File: src/rtl/mult_dispatcher_if.sv
// Handshake bundle around mult_dispatcher: producer, multiplier and consumer channels.
// Latency: none, wiring only.
// Backpressure: op_ready throttles the producer, res_accept holds results, mul_ready stalls issue.
// Ports: op_valid/op_a/op_b/op_ready   operand pair channel from the producer
//        mul_start/mul_in_1/mul_in_2   issue side of the 4x4 sequential multiplier
//        mul_out/mul_ready             completion side of the multiplier
//        res_valid/res_data/res_accept product channel to the consumer
//        pending/err                   FIFO occupancy and sticky product-check error
// slave modport is the dispatcher; master modport is the environment around it.
interface mult_dispatcher_if #(
  parameter int PW = 3
);
  logic          op_valid;
  logic [3:0]    op_a;
  logic [3:0]    op_b;
  logic          op_ready;
  logic          mul_start;
  logic [3:0]    mul_in_1;
  logic [3:0]    mul_in_2;
  logic [7:0]    mul_out;
  logic          mul_ready;
  logic          res_valid;
  logic [7:0]    res_data;
  logic          res_accept;
  logic [PW-1:0] pending;
  logic          err;

  modport slave (
    input  op_valid, op_a, op_b, mul_out, mul_ready, res_accept,
    output op_ready, mul_start, mul_in_1, mul_in_2, res_valid, res_data, pending, err
  );

  modport master (
    output op_valid, op_a, op_b, mul_out, mul_ready, res_accept,
    input  op_ready, mul_start, mul_in_1, mul_in_2, res_valid, res_data, pending, err
  );
endinterface

File: src/rtl/mult_dispatcher.sv
// Operand FIFO feeding a 4x4 sequential multiplier one pair at a time, returning 8-bit products.
// Latency: pop one edge after push into an empty FIFO, start pulse the next cycle, result the edge after mul_ready returns.
// Backpressure: op_ready drops when the FIFO is full; results are held in HOLD until res_accept.
// Ports: clk, rst (async, active-low) plus bus (mult_dispatcher_if.slave) carrying the
//        op_*, mul_*, res_*, pending and err signals.
// Optional: define MULT_DISPATCH_CHECK_EN to build the product checker driving a sticky err;
//           otherwise err is tied low.
module mult_dispatcher #(
  parameter int DEPTH = 4,
  parameter int PW    = 3
) (
  input  logic             clk,
  input  logic             rst,
  mult_dispatcher_if.slave bus
);
  localparam int AW = $clog2(DEPTH);

  localparam logic [2:0] S_IDLE      = 3'd0;
  localparam logic [2:0] S_ISSUE     = 3'd1;
  localparam logic [2:0] S_WAIT_BUSY = 3'd2;
  localparam logic [2:0] S_WAIT_DONE = 3'd3;
  localparam logic [2:0] S_HOLD      = 3'd4;

  logic [2:0]    state;
  logic [3:0]    mem_a [DEPTH];
  logic [3:0]    mem_b [DEPTH];
  logic [AW-1:0] wr_ptr;
  logic [AW-1:0] rd_ptr;
  logic [PW-1:0] count;
  logic          not_full;
  logic          push;
  logic          pop;
  logic [3:0]    in_1;
  logic [3:0]    in_2;
  logic          res_vld;
  logic [7:0]    res_dat;

  // Push is gated by the pre-edge count only, so a full FIFO refuses a pair
  // even when the FSM pops in the same cycle.
  assign not_full = (count != PW'(DEPTH));
  assign push     = bus.op_valid && not_full;
  // Pop looks at the registered count, so a pair pushed into an empty FIFO
  // becomes visible to the FSM one cycle later.
  assign pop      = (state == S_IDLE) && (count != '0) && bus.mul_ready;

  always_ff @(posedge clk) begin
    if (push) begin
      mem_a[wr_ptr] <= bus.op_a;
      mem_b[wr_ptr] <= bus.op_b;
    end
  end

  always_ff @(posedge clk or negedge rst) begin
    if (!rst) begin
      wr_ptr <= '0;
      rd_ptr <= '0;
      count  <= '0;
    end else begin
      if (push) wr_ptr <= wr_ptr + AW'(1);
      if (pop)  rd_ptr <= rd_ptr + AW'(1);
      case ({push, pop})
        2'b10:   count <= count + PW'(1);
        2'b01:   count <= count - PW'(1);
        default: count <= count;
      endcase
    end
  end

  // Operand registers load only on pop, so they stay frozen for the whole
  // busy period of the multiplier.
  always_ff @(posedge clk or negedge rst) begin
    if (!rst) begin
      state   <= S_IDLE;
      in_1    <= '0;
      in_2    <= '0;
      res_vld <= 1'b0;
      res_dat <= '0;
    end else begin
      case (state)
        S_IDLE: begin
          if (pop) begin
            in_1  <= mem_a[rd_ptr];
            in_2  <= mem_b[rd_ptr];
            state <= S_ISSUE;
          end
        end
        S_ISSUE:     state <= S_WAIT_BUSY;
        S_WAIT_BUSY: if (!bus.mul_ready) state <= S_WAIT_DONE;
        S_WAIT_DONE: begin
          if (bus.mul_ready) begin
            res_dat <= bus.mul_out;
            res_vld <= 1'b1;
            state   <= S_HOLD;
          end
        end
        S_HOLD: begin
          if (bus.res_accept) begin
            res_vld <= 1'b0;
            state   <= S_IDLE;
          end
        end
        default: state <= S_IDLE;
      endcase
    end
  end

`ifdef MULT_DISPATCH_CHECK_EN
  logic       err_q;
  logic [7:0] expect_prod;

  assign expect_prod = {4'd0, in_1} * {4'd0, in_2};

  always_ff @(posedge clk or negedge rst) begin
    if (!rst) begin
      err_q <= 1'b0;
    end else if ((state == S_WAIT_DONE) && bus.mul_ready && (bus.mul_out != expect_prod)) begin
      err_q <= 1'b1;
    end
  end

  assign bus.err = err_q;
`else
  assign bus.err = 1'b0;
`endif

  assign bus.op_ready  = not_full;
  assign bus.mul_start = (state == S_ISSUE);
  assign bus.mul_in_1  = in_1;
  assign bus.mul_in_2  = in_2;
  assign bus.res_valid = res_vld;
  assign bus.res_data  = res_dat;
  assign bus.pending   = count;
endmodule

File: src/flat_wrapper.sv
// flat-port wrapper written by rule: the top's interface ports become plain ports
module mult_dispatcher_flat 
#(
  parameter int DEPTH = 4,
  parameter int PW    = 3
)
  (clk, rst, bus_op_valid, bus_op_a, bus_op_b, bus_mul_out, bus_mul_ready, bus_res_accept, bus_op_ready, bus_mul_start, bus_mul_in_1, bus_mul_in_2, bus_res_valid, bus_res_data, bus_pending, bus_err);
  mult_dispatcher_if #(.PW(PW)) bus_i ();
  input  logic clk;
  input  logic rst;
  input wire logic [$bits(bus_i.op_valid)-1:0] bus_op_valid;
  input wire logic [$bits(bus_i.op_a)-1:0] bus_op_a;
  input wire logic [$bits(bus_i.op_b)-1:0] bus_op_b;
  input wire logic [$bits(bus_i.mul_out)-1:0] bus_mul_out;
  input wire logic [$bits(bus_i.mul_ready)-1:0] bus_mul_ready;
  input wire logic [$bits(bus_i.res_accept)-1:0] bus_res_accept;
  output wire logic [$bits(bus_i.op_ready)-1:0] bus_op_ready;
  output wire logic [$bits(bus_i.mul_start)-1:0] bus_mul_start;
  output wire logic [$bits(bus_i.mul_in_1)-1:0] bus_mul_in_1;
  output wire logic [$bits(bus_i.mul_in_2)-1:0] bus_mul_in_2;
  output wire logic [$bits(bus_i.res_valid)-1:0] bus_res_valid;
  output wire logic [$bits(bus_i.res_data)-1:0] bus_res_data;
  output wire logic [$bits(bus_i.pending)-1:0] bus_pending;
  output wire logic [$bits(bus_i.err)-1:0] bus_err;
  assign bus_i.op_valid = bus_op_valid;
  assign bus_i.op_a = bus_op_a;
  assign bus_i.op_b = bus_op_b;
  assign bus_i.mul_out = bus_mul_out;
  assign bus_i.mul_ready = bus_mul_ready;
  assign bus_i.res_accept = bus_res_accept;
  assign bus_op_ready = bus_i.op_ready;
  assign bus_mul_start = bus_i.mul_start;
  assign bus_mul_in_1 = bus_i.mul_in_1;
  assign bus_mul_in_2 = bus_i.mul_in_2;
  assign bus_res_valid = bus_i.res_valid;
  assign bus_res_data = bus_i.res_data;
  assign bus_pending = bus_i.pending;
  assign bus_err = bus_i.err;
  mult_dispatcher #(.DEPTH(DEPTH), .PW(PW)) u_core (.clk(clk), .rst(rst), .bus(bus_i));
endmodule
File: config.mk
export PLATFORM = sky130hd
export DESIGN_NAME = mult_dispatcher_flat
export DESIGN_NICKNAME = d
export VERILOG_FILES = /design/src/rtl/mult_dispatcher_if.sv /design/src/rtl/mult_dispatcher.sv /design/src/flat_wrapper.sv
export SDC_FILE = /design/constraint.sdc
export NUM_CORES = 1
export LEC_CHECK = 0
export ABC_AREA = 1
export CORE_MARGIN = 2
export CORE_UTILIZATION = 50
export CTS_CLUSTER_SIZE = 24
export DETAILED_ROUTE_END_ITERATION = 12
export PLACE_DENSITY = 0.76
export SLEW_MARGIN = 20
export SYNTH_ARGS = -nofsm -noshare
export SYNTH_HDL_FRONTEND = slang
export SYNTH_SLANG_ARGS = --single-unit
export TNS_END_PERCENT = 5
File: constraint.sdc
create_clock -name clk -period 4.4 [get_ports clk]
set_input_delay 0.66 -clock clk [delete_from_list [all_inputs] [get_ports clk]]
set_output_delay 0.66 -clock clk [all_outputs]
set_load 0.03 [all_outputs]
==> impl_metrics.yaml <==
min_path:
  hp-start: "u_core.bus.res_valid$_DFFE_PN0P_"
  hp-class: "reg -> reg"
  worstHoldEndpoint: "u_core.bus.res_valid$_DFFE_PN0P_"
  worst_hold_path.num_cells: 2
synthesis:
  syn_area_um2: 2492
  synthMostInstantiatedCell: "nand2_1"
  synth_top_cell_by_area: "edfxtp_1"
  ys_ff_latch: 59
  synth_ff_type: "edfxtp_1"
  yosysSeqAreaShare_pct: 65.66
  syn_avg_cell_area_um2: 10.56
  synthDistinctLibCells: 22
  synth-edff-count: 32
  netlist.area_leader.share_pct: 38.55
  ys_top_cells_by_area: "edfxtp_1, dfrtp_1, nand2_1, o21ai_0, nor2_1"
  syn-num-nets: 263
  synth_warnings: 0
  synth_commonest_cells: "nand2_1, nor2_1, edfxtp_1"
  netlist_instances: 236
  asyncSetResetFlopFracSynth_pct: 45.76
worst_setup_path:
  reg2reg_to: "u_core.bus.pending[2]$_DFFE_PN0P_"
  crit_path_end_kind: "flop"
  r2r_slack_ns: 2.11
  timing.rr.start: "u_core.state[1]$_DFFE_PN0P_"
  path_class: "in -> reg"
  required_ns: 4.61
  cp_max_fo: 11
  startpoint_type: "input port"
  reg2regPathDepth: 11
  cp.arrival_ns: 2.73
timing:
  rsz0062_at_grt: "false"
  layout_setup_ws_ns: 1.874
  fin_crit_ns: 2.526
  min_period_over_period_pct: 57.41
  fin_skew_ns: 0.004751
  slew_headroom_pct: 48.18
  setup_tns_ns: 0
  max_freq_mhz: 395.9
  final_max_slew_viol_count: 0
  final_hold_viol_count: 0
  tightest_slew_ns: 0.7744
  setup_viol: 0
detailed_routing:
  routed_wl_um: 4484
  drc: 0
  firstDrtPassIters: 4
  post_drt_wl_per_cell_um: 12.67
  vias: 1672
  ant_nets: 0
  vias_per_cell: 4.723
  drt-initial-drc-count: 115
clock_tree:
  cts_buffer_depth: 2
  clock-sinks: 59
  ctsHtreeMaxLevel: 3
  clkTransAtPathRegs_ns: 0.06
  cts_buffers: 9
  postCtsResizedCells: 0
  post_cts_buffers: 0
  cts_tree: "done"
  cts-hold-fix-buffers: 0
  clk_latency_ns: 0.33
  clockRootBuffer: "clkbuf_8"
floorplanning:
  dieArea_um2: 5565
  coreArea_um2: 4755
  design.portCount: 44
  chipHeight_um: 74.60
  row_count: 25
  start_util_pct: 52.42
  die_x_um: 74.60
grt:
  grt_overflow: 0
  antenna_found_initial: 0
  grt_pass1_wl_um: 7452
  track_usage_pct: 18.69
  grt_max_degree: 28
  grt_pass1_vias: 1644
cells_and_area:
  syn_to_final_growth_pct: 26.36
  drive_gt1_share_pct: 8.014
  antenna_cells: 0
  nets: 309
  postLayoutCellArea_um2: 3149
  layoutNonFillerInstCount: 354
  n_fill_cell: 386
placed_design:
  place_inst: 338
  pre_cts_ws_ns: 1.553
  hpwl_um: 3121
  io_buffers: 42
  dpl_cell_area_um2: 2940
  place_congestion: 0.7883
outcome:
  status: "finished, final reports clean"
pwr:
  p_leak_nw: 1.350
  peakVddDrop_v: 0.0002575
  powerDensity_nw_per_um2: 732.9
run:
  cap_violations: 0
layout by cell type, fill, tap and decap left out:
| cell type | instances |
|---|---|
| clkbuf_8 | 9 |
| xor2_1 | 2 |
| edfxtp_1 | 32 |
| nand3_1 | 8 |
| inv_2 | 4 |
| nand3_2 | 1 |
| bufinv_16 | 2 |
| inv_1 | 22 |
| nor2_1 | 35 |
| o21ai_1 | 7 |
| clkinvlp_4 | 1 |
| xnor2_1 | 1 |
| ha_1 | 5 |
| nand4_2 | 1 |
| a21oi_1 | 2 |
| o21ai_0 | 29 |
| clkbuf_1 | 2 |
| conb_1 | 1 |
| clkinv_2 | 2 |
| nand2_1 | 48 |
| clkdlybuf4s50_1 | 42 |
| fa_1 | 1 |
| dfrtp_1 | 27 |
| nor2_4 | 1 |
| nor2_2 | 1 |
| buf_4 | 1 |
registers in the layout, summed over array words and instances (netlist names):
signal / cells
u_core.mem_a: 16
u_core.bus.mul_in_2: 4
u_core.bus.pending: 3
u_core.state: 3
u_core.bus.res_valid: 1
u_core.bus.res_data: 8
u_core.rd_ptr: 2
u_core.mem_b: 16
u_core.wr_ptr: 2
u_core.bus.mul_in_1: 4
layout make-up:
cell class                      count  area (µm²)  share of cell area [%]
Sequential cell                    59        1637                   51.97
Multi-Input combinational cell    143       694.4                   22.05
Timing Repair Buffer               43       427.9                   13.59
Clock buffer                       11       131.4                   4.172
Inverter                           26       97.59                   3.099
Tap cell                           67       83.83                   2.662
Clock inverter                      5       77.57                   2.463
how the worst max path moves through the flow:
stage	from	end	slack, ns	cells after the start
finish	bus_mul_ready	u_core.bus.pending[2]$_DFFE_PN0P_	1.87	9
global route	bus_mul_ready	u_core.bus.pending[2]$_DFFE_PN0P_	1.70	9
CTS	bus_mul_ready	u_core.bus.pending[2]$_DFFE_PN0P_	1.90	9
detailed placement	bus_mul_ready	u_core.bus.pending[2]$_DFFE_PN0P_	1.55	9
global placement	bus_mul_ready	u_core.bus.pending[2]$_DFFE_PN0P_	1.59	9
floorplan	u_core.bus.pending[0]$_DFFE_PN0P_	u_core.bus.pending[2]$_DFFE_PN0P_	2.07	9
kinds of logic after synthesis:
kind of cell | Yosys count | share of synthesized area, %
DFF | 59 | 65.66
AOI/OAI and AO/OA | 38 | 7.630
and+or+nand+nor | 95 | 15.71
xor gates and xnor gates | 3 | 1.054
other | 1 | 0.1505
buffers and inverters | 34 | 6.475
adders and majority gates | 6 | 3.313
critical path, cell delays in order:
cell and delay [ns]:
clkdlybuf4s50_1 0.58, nand3_2 0.25, inv_2 0.22, ha_1 0.17, inv_1 0.06, fa_1 0.37, a21oi_1 0.15, o21ai_0 0.11
xor2_1 0.15
per-layer routing:
| metal | routed length, µm | track usage, % | vias up |
|---|---|---|---|
| li1 | - | - | 857 |
| met1 | 2016 | 22.71 | 776 |
| met2 | 2247 | 30.38 | 32 |
| met3 | 131 | 4.472 | 7 |
| met4 | 88 | 11.11 | 0 |
| met5 | 0 | 0 | - |
power by group:
part           leakage [nW]  switching, mW  internal [mW]  total, mW
logic                 0.624          0.560          0.342      0.902
registers             0.623          0.122          0.767      0.889
clock network         0.103          0.201          0.317      0.518
total                  1.35          0.882           1.43       2.31
metrics by stage:
stage	utilization [%]	hold slack (ns)	power, mW
final	66.24	0.4711	2.308
after global routing	66.24	0.4983	2.472
after CTS	66.24	0.4740	2.331
after floorplan	-	0.3644	1.500
after detailed placement	61.84	0.4577	1.807
after global placement	61.84	0.4548	1.782
Note: power is estimated with default switching activity, not from simulation.
